===== config.mk =====
export PLATFORM = sky130hd
export DESIGN_NAME = collision_engine
export DESIGN_NICKNAME = d
export VERILOG_FILES = /design/src/rtl/collision_engine_pkg.sv /design/src/rtl/collision_engine_aabb_overlap.sv /design/src/rtl/collision_engine.sv
export SDC_FILE = /design/constraint.sdc
export NUM_CORES = 1
export LEC_CHECK = 0
export BUFFER_PORTS_ARGS = -buffer_cell sky130_fd_sc_hd__buf_2
export CORE_ASPECT_RATIO = 1.75
export CORE_UTILIZATION = 45
export DETAILED_ROUTE_END_ITERATION = 8
export PLACE_DENSITY_LB_ADDON = 0.3
export SLEW_MARGIN = 20
export SYNTH_ARGS = -nofsm -noshare
export SYNTH_HDL_FRONTEND = slang
export SYNTH_HIERARCHICAL = 1
export SYNTH_SLANG_ARGS = --single-unit

===== constraint.sdc =====
create_clock -name clk -period 3.7 [get_ports clk]
set_clock_uncertainty 0.1 [all_clocks]
set_input_delay 0.925 -clock clk [delete_from_list [all_inputs] [get_ports clk]]
set_output_delay 0.925 -clock clk [all_outputs]
set_load 0.05 [all_outputs]

===== src/rtl/collision_engine_pkg.sv =====
// -----------------------------------------------------------------------------
// collision_engine_pkg
//   Shared definitions for the Dino Run collision checker: FSM state encoding
//   (matches the renderer / game controller view: IDLE=0, ALIVE=1, INVULN=2,
//   DEAD=3), default coordinate width and the lives counter width.
// -----------------------------------------------------------------------------
package collision_engine_pkg;

    localparam int COORD_W_DEF = 10;
    localparam int LIVES_W     = 3;

    typedef enum logic [1:0] {
        ST_IDLE   = 2'd0,
        ST_ALIVE  = 2'd1,
        ST_INVULN = 2'd2,
        ST_DEAD   = 2'd3
    } state_t;

endpackage : collision_engine_pkg


===== src/rtl/collision_engine_aabb_overlap.sv =====
// -----------------------------------------------------------------------------
// aabb_overlap
//   Strict axis-aligned bounding-box overlap test between box A (the dino) and
//   box B (one object slot). Boxes that only touch edges do not overlap.
//   Ports:
//     a_h, a_v   in   COORD_W   box A left / top edge
//     b_h, b_v   in   COORD_W   box B left / top edge
//     overlap    out  1         1 when the interiors intersect
// -----------------------------------------------------------------------------
module aabb_overlap
    import collision_engine_pkg::*;
#(
    parameter int COORD_W = COORD_W_DEF,
    parameter int A_W     = 20,
    parameter int A_H     = 20,
    parameter int B_W     = 16,
    parameter int B_H     = 16
) (
    input  logic [COORD_W-1:0] a_h,
    input  logic [COORD_W-1:0] a_v,
    input  logic [COORD_W-1:0] b_h,
    input  logic [COORD_W-1:0] b_v,
    output logic               overlap
);

    localparam int EW = COORD_W + 1;

    // One extra bit so a box near the far screen edge does not wrap its
    // right/bottom edge back to small coordinates.
    logic [EW-1:0] a_l, a_t, b_l, b_t;
    logic [EW-1:0] a_r, a_b, b_r, b_b;

    assign a_l = {1'b0, a_h};
    assign a_t = {1'b0, a_v};
    assign b_l = {1'b0, b_h};
    assign b_t = {1'b0, b_v};
    assign a_r = a_l + EW'(A_W);
    assign a_b = a_t + EW'(A_H);
    assign b_r = b_l + EW'(B_W);
    assign b_b = b_t + EW'(B_H);

    assign overlap = (a_l < b_r) && (b_l < a_r) && (a_t < b_b) && (b_t < a_b);

endmodule : aabb_overlap


===== src/rtl/collision_engine.sv =====
// -----------------------------------------------------------------------------
// collision_engine
//   Frame-synchronous collision checker: compares the dino box against NUM_OBJ
//   object boxes on every frame_tick, tracks lives and a post-hit immunity
//   window, and reports liveness to the game-control / VGA layers. All outputs
//   are registered and change one clock after the sampled start / frame_tick.
//   Ports:
//     clk         in   1                 system clock
//     clr         in   1                 asynchronous active-low reset
//     frame_tick  in   1                 one-cycle pulse per frame
//     start       in   1                 one-cycle pulse: begin / restart a run
//     dino_h/v    in   COORD_W           dino box left / top edge
//     obj_h/v     in   NUM_OBJ*COORD_W   packed object left / top edges
//     obj_valid   in   NUM_OBJ           slot takes part in the check
//     is_alive    out  1                 run in progress (ALIVE or INVULN)
//     invuln      out  1                 immunity window active
//     lives_left  out  3                 remaining lives
//     hit         out  1                 one-cycle pulse when a life is lost
//     hit_mask    out  NUM_OBJ           slots overlapping at the last counted hit
// -----------------------------------------------------------------------------
module collision_engine
    import collision_engine_pkg::*;
#(
    parameter int COORD_W       = COORD_W_DEF,
    parameter int NUM_OBJ       = 4,
    parameter int DINO_W        = 20,
    parameter int DINO_H        = 20,
    parameter int OBJ_W         = 16,
    parameter int OBJ_H         = 16,
    parameter int LIVES         = 3,
    parameter int INVULN_FRAMES = 60
) (
    input  logic                       clk,
    input  logic                       clr,
    input  logic                       frame_tick,
    input  logic                       start,
    input  logic [COORD_W-1:0]         dino_h,
    input  logic [COORD_W-1:0]         dino_v,
    input  logic [NUM_OBJ*COORD_W-1:0] obj_h,
    input  logic [NUM_OBJ*COORD_W-1:0] obj_v,
    input  logic [NUM_OBJ-1:0]         obj_valid,
    output logic                       is_alive,
    output logic                       invuln,
    output logic [LIVES_W-1:0]         lives_left,
    output logic                       hit,
    output logic [NUM_OBJ-1:0]         hit_mask
);

    localparam int CNT_W = $clog2(INVULN_FRAMES + 1);

    // ---------------------------------------------------------------- overlap
    logic [NUM_OBJ-1:0] ovl_raw;
    logic [NUM_OBJ-1:0] ovl;

    for (genvar i = 0; i < NUM_OBJ; i++) begin : g_slot
        aabb_overlap #(
            .COORD_W (COORD_W),
            .A_W     (DINO_W),
            .A_H     (DINO_H),
            .B_W     (OBJ_W),
            .B_H     (OBJ_H)
        ) u_overlap (
            .a_h     (dino_h),
            .a_v     (dino_v),
            .b_h     (obj_h[i*COORD_W +: COORD_W]),
            .b_v     (obj_v[i*COORD_W +: COORD_W]),
            .overlap (ovl_raw[i])
        );
    end

    assign ovl = ovl_raw & obj_valid;

    // ------------------------------------------------------------------ state
    state_t               state_q, state_d;
    logic [LIVES_W-1:0]   lives_q, lives_d;
    logic [CNT_W-1:0]     cnt_q, cnt_d;
    logic [NUM_OBJ-1:0]   mask_q, mask_d;
    logic                 hit_q, hit_d;
    logic                 alive_q, alive_d;
    logic                 invuln_q, invuln_d;

    // NOTE: every signal assigned here gets a default first, so no path can
    // leave one unassigned and infer a latch.
    always_comb begin
        state_d = state_q;
        lives_d = lives_q;
        cnt_d   = cnt_q;
        mask_d  = mask_q;
        hit_d   = 1'b0;

        if (start) begin
            // Restart from any state; beats a simultaneous frame_tick.
            state_d = ST_ALIVE;
            lives_d = LIVES_W'(LIVES);
            cnt_d   = '0;
            mask_d  = '0;
        end else begin
            unique case (state_q)
                ST_ALIVE: begin
                    if (frame_tick && (|ovl)) begin
                        // Any number of overlapping slots costs one life.
                        hit_d   = 1'b1;
                        mask_d  = ovl;
                        lives_d = (lives_q == '0) ? '0 : lives_q - 1'b1;
                        if (lives_q <= LIVES_W'(1)) begin
                            state_d = ST_DEAD;
                            cnt_d   = '0;
                        end else begin
                            state_d = ST_INVULN;
                            cnt_d   = CNT_W'(INVULN_FRAMES);
                        end
                    end
                end
                ST_INVULN: begin
                    // Overlaps are ignored here, including on the tick that
                    // ends the window.
                    if (frame_tick) begin
                        if (cnt_q <= CNT_W'(1)) begin
                            cnt_d   = '0;
                            state_d = ST_ALIVE;
                        end else begin
                            cnt_d = cnt_q - 1'b1;
                        end
                    end
                end
                default: ; // IDLE / DEAD wait for start
            endcase
        end

        alive_d  = (state_d == ST_ALIVE) || (state_d == ST_INVULN);
        invuln_d = (state_d == ST_INVULN);
    end

    // NOTE: sequential state uses non-blocking assignments so every flop
    // samples the pre-edge values; the async clear aborts a run immediately.
    always_ff @(posedge clk or negedge clr) begin
        if (!clr) begin
            state_q  <= ST_IDLE;
            lives_q  <= '0;
            cnt_q    <= '0;
            mask_q   <= '0;
            hit_q    <= 1'b0;
            alive_q  <= 1'b0;
            invuln_q <= 1'b0;
        end else begin
            state_q  <= state_d;
            lives_q  <= lives_d;
            cnt_q    <= cnt_d;
            mask_q   <= mask_d;
            hit_q    <= hit_d;
            alive_q  <= alive_d;
            invuln_q <= invuln_d;
        end
    end

    assign is_alive   = alive_q;
    assign invuln     = invuln_q;
    assign lives_left = lives_q;
    assign hit        = hit_q;
    assign hit_mask   = mask_q;

endmodule : collision_engine


**After elaboration in Yosys (flattened, before gate mapping)**

Cells that the tools add are included.

- Flip-flop bits (word level): 18
- Input bits: 108
- Output and inout bits: 10
- Word-level logic and storage cells: 87

- Add/subtract/negate cells: 12
- Order comparisons: 18
- Eq/ne operators: 6
- Multiplexer cells: 22
- Bitwise gates (word level): 1
- Reductions and logical operators: 21

Operators by type and width:

| cell | number |
|---|---|
| less-than comparator 10 x 11 -> 1 bit | 16 |
| adder 10 x 5 -> 11 bit (second input constant) | 10 |
| two-way mux 6 bit | 5 |
| logical AND 1 bit | 13 |
| two-way mux 3 bit | 4 |
| two-way mux 4 bit | 3 |
| case mux 6 bit (2 select lines) | 1 |
| two-way mux 2 bit | 4 |
| <= comparator 6 x 1 -> 1 bit (second input constant) | 1 |
| inequality test 3 bit (second input constant) | 2 |
| subtractor 6 x 1 -> 6 bit (second input constant) | 1 |
| bitwise AND 4 bit | 1 |
| == test 2 x 1 -> 1 bit (second input constant) | 2 |
| == test 2 bit (second input constant) | 2 |
| two-way mux 1 bit | 4 |
| case mux 2 bit (2 select lines) | 1 |
| nonzero test 2 bit | 2 |
| OR reduction 4 bit | 1 |
| <= comparator 3 x 1 -> 1 bit (second input constant) | 1 |
| zero test 3 bit | 1 |
| AND reduction 3 bit | 1 |
| nonzero test 3 bit | 1 |
| subtractor 3 x 1 -> 3 bit (second input constant) | 1 |
| AND reduction 2 bit | 1 |
| logical OR 1 bit | 1 |

**Depth between registers and ports, before layout**

Gate-level depths: netlist of the first run.

- Word-level depth: 13
- Mapped depth: 16
- Depth with buffers taken out: 16

**By module**

Netlist of the first run, hierarchy kept.

Modules (own cells, without submodules):

| module | instances | cells each | area an instance (um2) | sequential area each (um2) |
|---|---|---|---|---|
| aabb_overlap (g_slot[1].u_overlap ...) | 3 | 156 | 1204.9 | 0.0 |
| aabb_overlap (g_slot[0].u_overlap) | 1 | 158 | 1219.9 | 0.0 |
| collision_engine | 1 | 113 | 1009.7 | 450.4 |

**Least setup slack after synthesis of the first run**

OpenSTA, ideal clock, no wires.

- Path type: input-to-reg
- Start point: input dino_h[2]
- End point: register alive_q (netlist: is_alive)
- Arrival time: 4.055 ns
- Setup slack: -0.518 ns
- Stages on the path: 16
- Buffers on the path: 0
- Path through: ha_1 o2111ai_1 xor2_1 ha_1 a21o_1 a21o_1 a222oi_1 o211ai_1 nor4_2 a22o_1 o21ai_0 a211o_1 a21oi_1 and3_1 ha_1 inv_1

- Word-level cells in the longest chain between the ends: 13
- Elaborated cells between the ends (all ways): 30
- Those cells by class: add/sub (1); order compare (8); eq/ne (2); mux (3); bitwise (1); reduce/logical (15)

RTL lines:

| what | line | source |
|---|---|---|
| from (decl) | collision_engine.sv:37 | `input logic [COORD_W-1:0] dino_h,` |
| adder 10 x 5 -> 11 bit | collision_engine_aabb_overlap.sv:37 | `assign a_r = a_l + EW'(A_W);` |
| less-than comparator 10 x 11 -> 1 bit | collision_engine_aabb_overlap.sv:42 | `assign overlap = (a_l < b_r) && (b_l < a_r) && (a_t < b_b) && (b_t < a_b);` |
| logical AND 1 bit * (3 in series) | collision_engine_aabb_overlap.sv:42 |  |
| named net ovl_raw[1] | collision_engine.sv:52 | `logic [NUM_OBJ-1:0] ovl_raw;` |
| bitwise AND 4 bit * | collision_engine.sv:71 | `assign ovl = ovl_raw & obj_valid;` |
| OR reduction 4 bit * | collision_engine.sv:100 | `if (frame_tick && (\|ovl)) begin` |
| logical AND 1 bit * | collision_engine.sv:100 |  |
| two-way mux 2 bit * | collision_engine.sv:100 |  |
| case mux 2 bit (2 select lines) * | collision_engine.sv:98 | `unique case (state_q)` |
| two-way mux 2 bit * | collision_engine.sv:91 | `if (start) begin` |
| == test 2 x 1 -> 1 bit / == test 2 bit (equally long branches) | collision_engine.sv:130 | `alive_d = (state_d == ST_ALIVE) \|\| (state_d == ST_INVULN);` |
| logical OR 1 bit * | collision_engine.sv:130 |  |
| named net alive_d | collision_engine.sv:79 | `logic alive_q, alive_d;` |
| to (signal assigned) | collision_engine.sv:151 | `alive_q <= alive_d;` |
| to (decl) | collision_engine.sv:79 |  |

Mark *: on every way through the listed nets, which the timed path passes. The rest lies on a longest branch.
A chain may end at the register's enable or synchronous reset.

**Final worst setup path of the first run**

- Start point: input dino_h[4]
- End point: register alive_q (netlist: is_alive)

Same word-level chain as after synthesis.

==> out/results.txt, run 1 <==
Final WS setup = -0.412 ns
Failing checks = negative setup slack
Starting DRT DRC Count = 230
Final setup viols = 17
Crit. End Element = register
CP Buf/Inv Count = 4
Number of global-route vias before repair = 6470
Core Area = 12600 sq um
Avg WL per Cell = 14.5 um
Hold path depth = 2
CTS Root Cell = clkbuf_16
Antenna violations before repair = 0
Crit path cell chain = buf_2 > buf_4 > o2111ai_2 > xor2_1 > ha_1 > a21o_1 > a21o_1 > a222oi_1 > o211ai_1 > nor4_2 > a22o_1 > buf_6 > o211ai_4 > nor2_2 > nand2_1 > and3_1 > ha_1 > inv_1
Synth top area share = 35.3%
First-pass GRT wire length = 27900 um
Reg2reg path depth = 8
Max Clk Rate = 0.243 GHz
Starting Density = 46.5%
Avg Inst Size Synth = 7.91 sq um
Hold Path Sink = hit_mask[0]
Pwr Density = 206 nW/um^2
Die footprint = 13500 sq um
Leakage = 4.32 nW
Total I/O pin count = 118
Fillers = 1095
Largest net degree at the start of global routing = 19
Final net count = 1301
Mapped cell area = 5840 sq um
Synth area leader = ha_1
Tcrit/Tclk final = 111%
Via count = 6572
CTS H-tree depth = 1
Final Max Slew Viols = 0
Crit-path max cell delay = 0.32 ns
Kind of cell adding the most delay to the critical path = compound AO/OA/AOI/OAI gates
Yosys reg bits = 18
Ant. Diodes = 0
Critical path data arrival time = 4.15 ns
Slew HR = 38.5%
Ys async rst share = 100%
Worst r2r src = cnt_q[0]
Hold path startpoint = hit_mask[0]
CTS Buf Count = 3
Placed inst area = 7930 sq um
DR pass1 iterations = 4
Total grt overflow = 0
Worst VDD drop = 147 uV
DRC viols = 0
Worst hold slack = 0.420 ns
Register area share after synthesis = 7.71%
Fraction of layout instances using a drive strength above 1 = 31.8%
Final Hold Vio Count = 0
# Max-Cap Violations = 0
Gr usage total = 25.4%
Number of flops mapped to enable cells by yosys = 0
Least-Margin Pin Slew = 0.916 ns
Outcome = finished with violations
Port Buffers = 117
Reg clk slew, reported paths = 0.05 ns
RSZ-0062 raised after global routing = yes
Synth area leaders = ha_1 35%, xor2_1 8.2%, dfrtp_1 7.7%
Antenna-violating nets left = 0
Std cell rows = 54
WP data required = 3.74 ns
Min-Delay Path Class = register to register
Die H = 153 um
Clock sinks = 18
P&R area growth vs syn = 42.1%
Yosys cell types = 48
Critical path class = primary input to register
Post-Syn Instances = 739
RePlAce Congestion = 0.890
Die Wd = 88.1 um
Clock tree buffer depth = 2
Routed WL = 17300 um
Worst R2R Setup Slack = 1.41 ns
FF+latch area = 450 sq um
Most used DFF post-synth = dfrtp_1
CTS Hold Buffers Added = 0
Ys Warns = 6
Vias/cell = 5.50
CTS tree = built
Clk_lat worst skew = 0.25 ns
Fin crit period = 4.11 ns
Multi-input gate area = 5320 sq um
Worst setup SP type = primary input
Final Cell Area = 8310 sq um
Worst Path Max Fanout = 8
Reg2reg end = is_alive
Placed wire-length estimate = 14800 um
CP max stage cell = ha_1
Syn_nets = 1012
[what timing repair did]
action,CTS,global route
setup buffers,12,4
resized for setup,38,24
gates cloned,0,1
hold endpoints to repair,0,0
endpoints found under the setup margin,18,18
pin swaps,19,14
[per-layer routing]
metal  part of all wire (%)  global-route usage, %  routed length, um
met5                      0                      0                  0
met2                     55                   51.1               9490
met4                    3.8                   9.37                663
met1                     38                   25.8               6520
met3                    3.8                   1.84                652
[cells by family (layout without fill, tap and decap cells)]
| group | Yosys count | in the layout | synth area share, % |
|---|---|---|---|
| flip-flops | 18 | 18 | 7.71 |
| XOR/XNOR | 80 | 80 | 12.0 |
| AND/OR/NAND/NOR | 238 | 238 | 21.3 |
| adder cells (fa/ha/maj) | 165 | 165 | 35.3 |
| AO/OA/AOI/OAI | 170 | 170 | 19.2 |
| buffers and inverters | 68 | 355 | 4.43 |
[cell usage after synthesis, types with 2 or more instances]
| library cell | instances |
|---|---|
| o311ai_0 | 3 |
| nor2b_1 | 13 |
| a221o_1 | 8 |
| o211ai_1 | 6 |
| a221oi_1 | 7 |
| nand2_1 | 48 |
| a21o_1 | 16 |
| ha_1 | 165 |
| and3_1 | 16 |
| inv_1 | 63 |
| a22o_1 | 2 |
| or2_1 | 8 |
| and4_1 | 4 |
| xor2_1 | 55 |
| o21ai_1 | 2 |
| o21ai_0 | 29 |
| buf_2 | 3 |
| xnor2_1 | 25 |
| o2111ai_1 | 9 |
| a211o_1 | 7 |
| a222oi_1 | 3 |
| a21oi_1 | 66 |
| nand4_1 | 30 |
| nor4_2 | 3 |
| nor2_1 | 43 |
| nor3_1 | 10 |
| nand2b_1 | 13 |
| dfrtp_1 | 18 |
| a22oi_1 | 3 |
| nand3_1 | 43 |
[worst register-to-register path, delay by kind of cell (launching register included)]
| kind | cells | cell delay [ns] |
|---|---|---|
| buffers and inverters | 2 | 0.12 |
| adder cells (fa/ha/maj) | 2 | 0.55 |
| AND/OR/NAND/NOR | 4 | 0.98 |
| flip-flops | 1 | 0.44 |
[sequential cells by signal, summed over array words and instances, names as in the netlist]
name        flops
state_q         2
cnt_q           6
hit_mask        4
is_alive        1
invuln          1
lives_left      3
hit             1
[cells in the final DEF, fill, tap and decap left out, drive strengths merged, types with 5 or more instances in the layout]
cell type,synthesis,routed
buf,4,287
ha,165,165
a21oi,66,66
inv,63,63
xor2,55,55
nand2,48,48
nand3,43,43
nor2,43,43
o21ai,31,31
nand4,30,30
xnor2,25,25
dfrtp,18,18
and3,16,16
a21o,16,16
nand2b,13,13
nor2b,13,13
nor3,11,11
or2,9,9
o2111ai,9,9
a221o,8,8
a221oi,8,8
a211o,7,7
o211ai,7,7
clkbuf,1,5
[metrics by stage]
step | power (W) | util (%) | worst slack [ns] | setup TNS [ns] | std cells
3_3_place_gp | 0.00137 | 63.1 | -0.604 | -6.96 | 1180
6_report | 0.00171 | 66.1 | -0.412 | -3.12 | 1194
2_1_floorplan | 0.000924 | - | -0.218 | -0.304 | 739
3_5_place_dp | 0.00140 | 63.1 | -0.735 | -9.22 | 1180
4_1_cts | 0.00168 | 65.5 | -0.409 | -2.80 | 1194
5_1_grt | 0.00187 | 66.1 | -0.612 | -5.81 | 1194
[power breakdown]
part,leakage [nW],switching [W],internal (W)
clock,0.0370,0.0000674,0.000142
sequential,0.231,0.0000369,0.000228
combinational,4.05,0.000638,0.000597
total,4.32,0.000743,0.000967
[worst max-delay path by stage]
stage,from,endpoint,slack [ns],cells after the start
after floorplan,dino_h[2],is_alive,-0.22,16
after global placement,dino_h[2],is_alive,-0.60,18
after detailed placement,dino_h[2],is_alive,-0.73,18
after CTS,dino_h[3],is_alive,-0.41,19
after global routing,dino_h[3],is_alive,-0.61,19
final,dino_h[4],is_alive,-0.41,18
[final cells by class]
type,instances,share of cell area [%]
Sequential cell,18,5.42
Inverter,63,2.85
Tap cell,168,2.53
Timing Repair Buffer,289,24.3
Multi-Input combinational cell,653,64.0
Clock buffer,3,0.904
Note: power is estimated with default switching activity, not from simulation.
==> run 2: changes to the inputs <==
--- a/config.mk
+++ b/config.mk
@@ -5,6 +5,7 @@
 export SDC_FILE = /design/constraint.sdc
 export NUM_CORES = 1
 export LEC_CHECK = 0
+export ABC_AREA = 1
 export BUFFER_PORTS_ARGS = -buffer_cell sky130_fd_sc_hd__buf_2
 export CORE_ASPECT_RATIO = 1.75
 export CORE_UTILIZATION = 45
==> run 2 against run 1 <==
Effect of this change: the run now ends clean; utilization fell by 11 points; non-clock buffer count fell by 120; worst hold slack worse by 0.045 ns; sequential share of layout area up 0.48 points; via count is 0.88% lower; clock power is 14% higher; final area down 8.2%; critical path depth grew 8; fmax increased by 19%; largest power group unchanged.
==> out/results.txt, run 2 <==
Synth area leaders = ha_1 33%, nand2_1 15%, xor2_1 8.9%
Worst setup SP type = primary input
Hold path depth = 2 (unchanged)
Post-Syn Instances = 965 (+31%)
Ant. Diodes = 0 (unchanged)
Min-Delay Path Class = register to register
Count leader, synth = nand2_1
Fillers = 1399 (+28%)
Outcome = completed
CTS Hold Buffers Added = 0 (unchanged)
Avg WL per Cell = 11.9 um (-18%)
Most frequent CP cell = nand2_1
Reg2reg path depth = 13 (+5)
Gr usage total = 21.9% (-3.5 points)
Die H = 159 um (+3.9%)
Die footprint = 14500 sq um (+8.0%)
Mapped cell area = 6320 sq um (+8.2%)
Worst hold slack = 0.375 ns (-0.0451 ns)
Max FFs per register = 6 (unchanged)
Mux share of post-synthesis cell area = 0% (unchanged)
Slew HR = 72.7% (+34 points)
Most used DFF post-synth = dfrtp_1
Reg2reg end = is_alive
Final net count = 1410 (+8.4%)
Placed wire-length estimate = 14000 um (-5.7%)
Multi-input gate area = 5450 sq um (+2.5%)
Largest net degree at the start of global routing = 19 (unchanged)
Clock sinks = 18 (unchanged)
CTS tree = built
Hold Path Sink = hit_mask[1]
RePlAce Congestion = 0.834 (-6.3%)
Clk_lat worst skew = 0.25 ns (about the same)
Total Neg Setup Slack = 0 ns (+3.12 ns)
P&R area growth vs syn = 20.7%
Most common cell after layout, fill and taps aside = nand2_1
Post-Layout Cell Count = 1313 (+10%)
Critical path data arrival time = 3.55 ns (-0.60 ns)
Hold path startpoint = hit_mask[1]
Worst Path Max Fanout = 10 (+2)
Most frequent cells in the layout = 255 x nand2_1, 161 x ha_1, 113 x buf_2, 109 x nor2_1, 106 x inv_1
Port Buffers = 117 (unchanged)
Via count = 6514 (-0.88%)
DR pass1 iterations = 4 (unchanged)
Crit-path max cell delay = 0.29 ns (-0.03 ns)
Post-synthesis compound-gate area fraction = 10.2% (-9.1 points)
Synth area leader = ha_1
Ys async rst share = 100% (unchanged)
Synth top area share = 32.7% (-2.7 points)
Final Total Pwr = 0.00161 W (-5.8%)
Critical Path Stages = 26 (+8)
Crit. End Element = register
Routed WL = 15600 um (-9.8%)
CP Buf/Inv Count = 4 (unchanged)
Ys Warns = 6 (unchanged)
Antenna violations before repair = 0 (unchanged)
Placed insts = 1309 (+11%)
Yosys reg bits = 18 (unchanged)
WP data required = 3.79 ns (+0.05 ns)
Clock tree buffer depth = 2 (unchanged)
CP max stage cell = ha_1
Total grt overflow = 0 (unchanged)
DRC viols = 0 (unchanged)
Number of flops mapped to enable cells by yosys = 0 (unchanged)
Fin crit period = 3.45 ns (-0.658 ns)
Worst r2r src = cnt_q[0]
Leakage = 4.42 nW (+2.2%)
Total I/O pin count = 118 (unchanged)
Number of global-route vias before repair = 6145 (-5.0%)
Final Hold Vio Count = 0 (unchanged)
Tcrit/Tclk final = 93.4% (-18 points)
FF+latch area = 450 sq um (unchanged)
Largest family of logic cells by synthesized area = adder cells
CTS Buf Count = 3 (unchanged)
Post-synthesis adder-cell area fraction = 32.7% (-2.7 points)
Yosys cell types = 22 (-54%)
Worst R2R Setup Slack = 1.59 ns (+0.18 ns)
Most instantiated cells after synthesis = 256 x nand2_1, 165 x ha_1, 112 x nor2_1
Fraction of layout instances using a drive strength above 1 = 19.0% (-13 points)
Least-Margin Pin Slew = 0.410 ns (-0.506 ns)
Max Clk Rate = 0.289 GHz (+19%)
Simple-Gate Fraction of Synth Area = 31.8% (+10 points)
First-pass GRT wire length = 26700 um (-4.4%)
Antenna-violating nets left = 0 (unchanged)
Worst VDD drop = 132 uV (-10%)
Std cell rows = 57 (+5.6%)
Pwr Density = 211 nW/um^2 (+2.5%)
Reg clk slew, reported paths = 0.05 ns (about the same)
Die Wd = 91.6 um (+3.9%)
Avg Inst Size Synth = 6.55 sq um (-17%)
Final setup viols = 0 (-17)
Starting DRT DRC Count = 181 (-21%)
Final Max Slew Viols = 0 (unchanged)
Synth Area in XOR/XNOR = 11.1% (-0.90 points)
Syn_nets = 1238 (+22%)
CTS H-tree depth = 1 (unchanged)
Register area share after synthesis = 7.13% (-0.58 points)
Most flops, register = cnt_q
Critical path class = primary input to register
Core Area = 13800 sq um (+9.5%)
# Max-Cap Violations = 0 (unchanged)
CTS Root Cell = clkbuf_16
Vias/cell = 4.96 (-9.9%)
Starting Density = 45.9% (-0.58 points)
Kind of cell adding the most delay to the critical path = simple AND/OR/NAND/NOR gates
run 2: cell count changes after synthesis, moves of 10 or more:
cell,before,now
a21oi_1,66,47
nor2b_1,13,0
nor2_1,43,112
nand2b_1,13,0
and3_1,16,0
inv_1,63,106
nand2_2,0,10
nand3_1,43,68
o21ai_0,29,19
nand2_1,48,256
nand4_1,30,10
a21o_1,16,28
run 2: layout make-up:
type	count	share of cell area, %
well taps	177	2.90
flip-flops and latches	18	5.90
inverters	115	5.66
repair buffers	169	13.0
multi-input cells	830	71.4
clock buffers	4	1.16
run 2: worst max path at each step:
stage | start | to
CTS | dino_h[2] | is_alive
detailed placement | dino_h[2] | is_alive
global placement | dino_h[2] | is_alive
global route | dino_h[3] | is_alive
finish | dino_h[2] | is_alive
floorplan | dino_h[2] | is_alive
run 2: worst reg2reg max path, stage by stage, from the launching register on:
cell and delay, ns:
dfrtp_1 0.41, inv_1 0.15, ha_1 0.27, inv_1 0.08, nand2_1 0.07, nand3_1 0.18, nor2_1 0.17, nand2_1 0.07
nand2_1 0.07, nand2_1 0.06, inv_1 0.05, nor2_1 0.04, ha_1 0.27, inv_1 0.04
run 2: per-stage QoR:
step                worst slack (ns)  instance area (sq um)  utilization, %
global placement              -0.145                   7500            54.5
floorplan                      0.402                   6320               -
CTS                           0.0626                   7580            55.1
detailed placement            -0.185                   7500            54.5
global route                -0.00278                   7630            55.4
finish                         0.245                   7630            55.4
run 2: what timing repair did:
action                     in CTS  in global routing
buffers inserted                0                  0
setup endpoints to repair       0                 13
gates resized for setup         0                 18
run 2: metal layers:
metal  wire (um)  global-route usage (%)  part of all wire, %
met5           0                       0                    0
met4         357                    5.48                  2.3
met3         418                    1.82                  2.7
met2        8600                    44.7                   55
met1        6240                    23.1                   40
run 2: where the power goes:
group          switching [W]  internal [W]
clock network      0.0000745      0.000165
logic               0.000633      0.000460
registers          0.0000452      0.000232
total               0.000753      0.000857
run 2: cells by family after synthesis:
kind of cell / after synthesis
xor gates and xnor gates: 80
AOI/OAI and AO/OA: 107
adders and majority gates: 165
and+or+nand+nor: 478
DFF: 18
buffers and inverters: 117
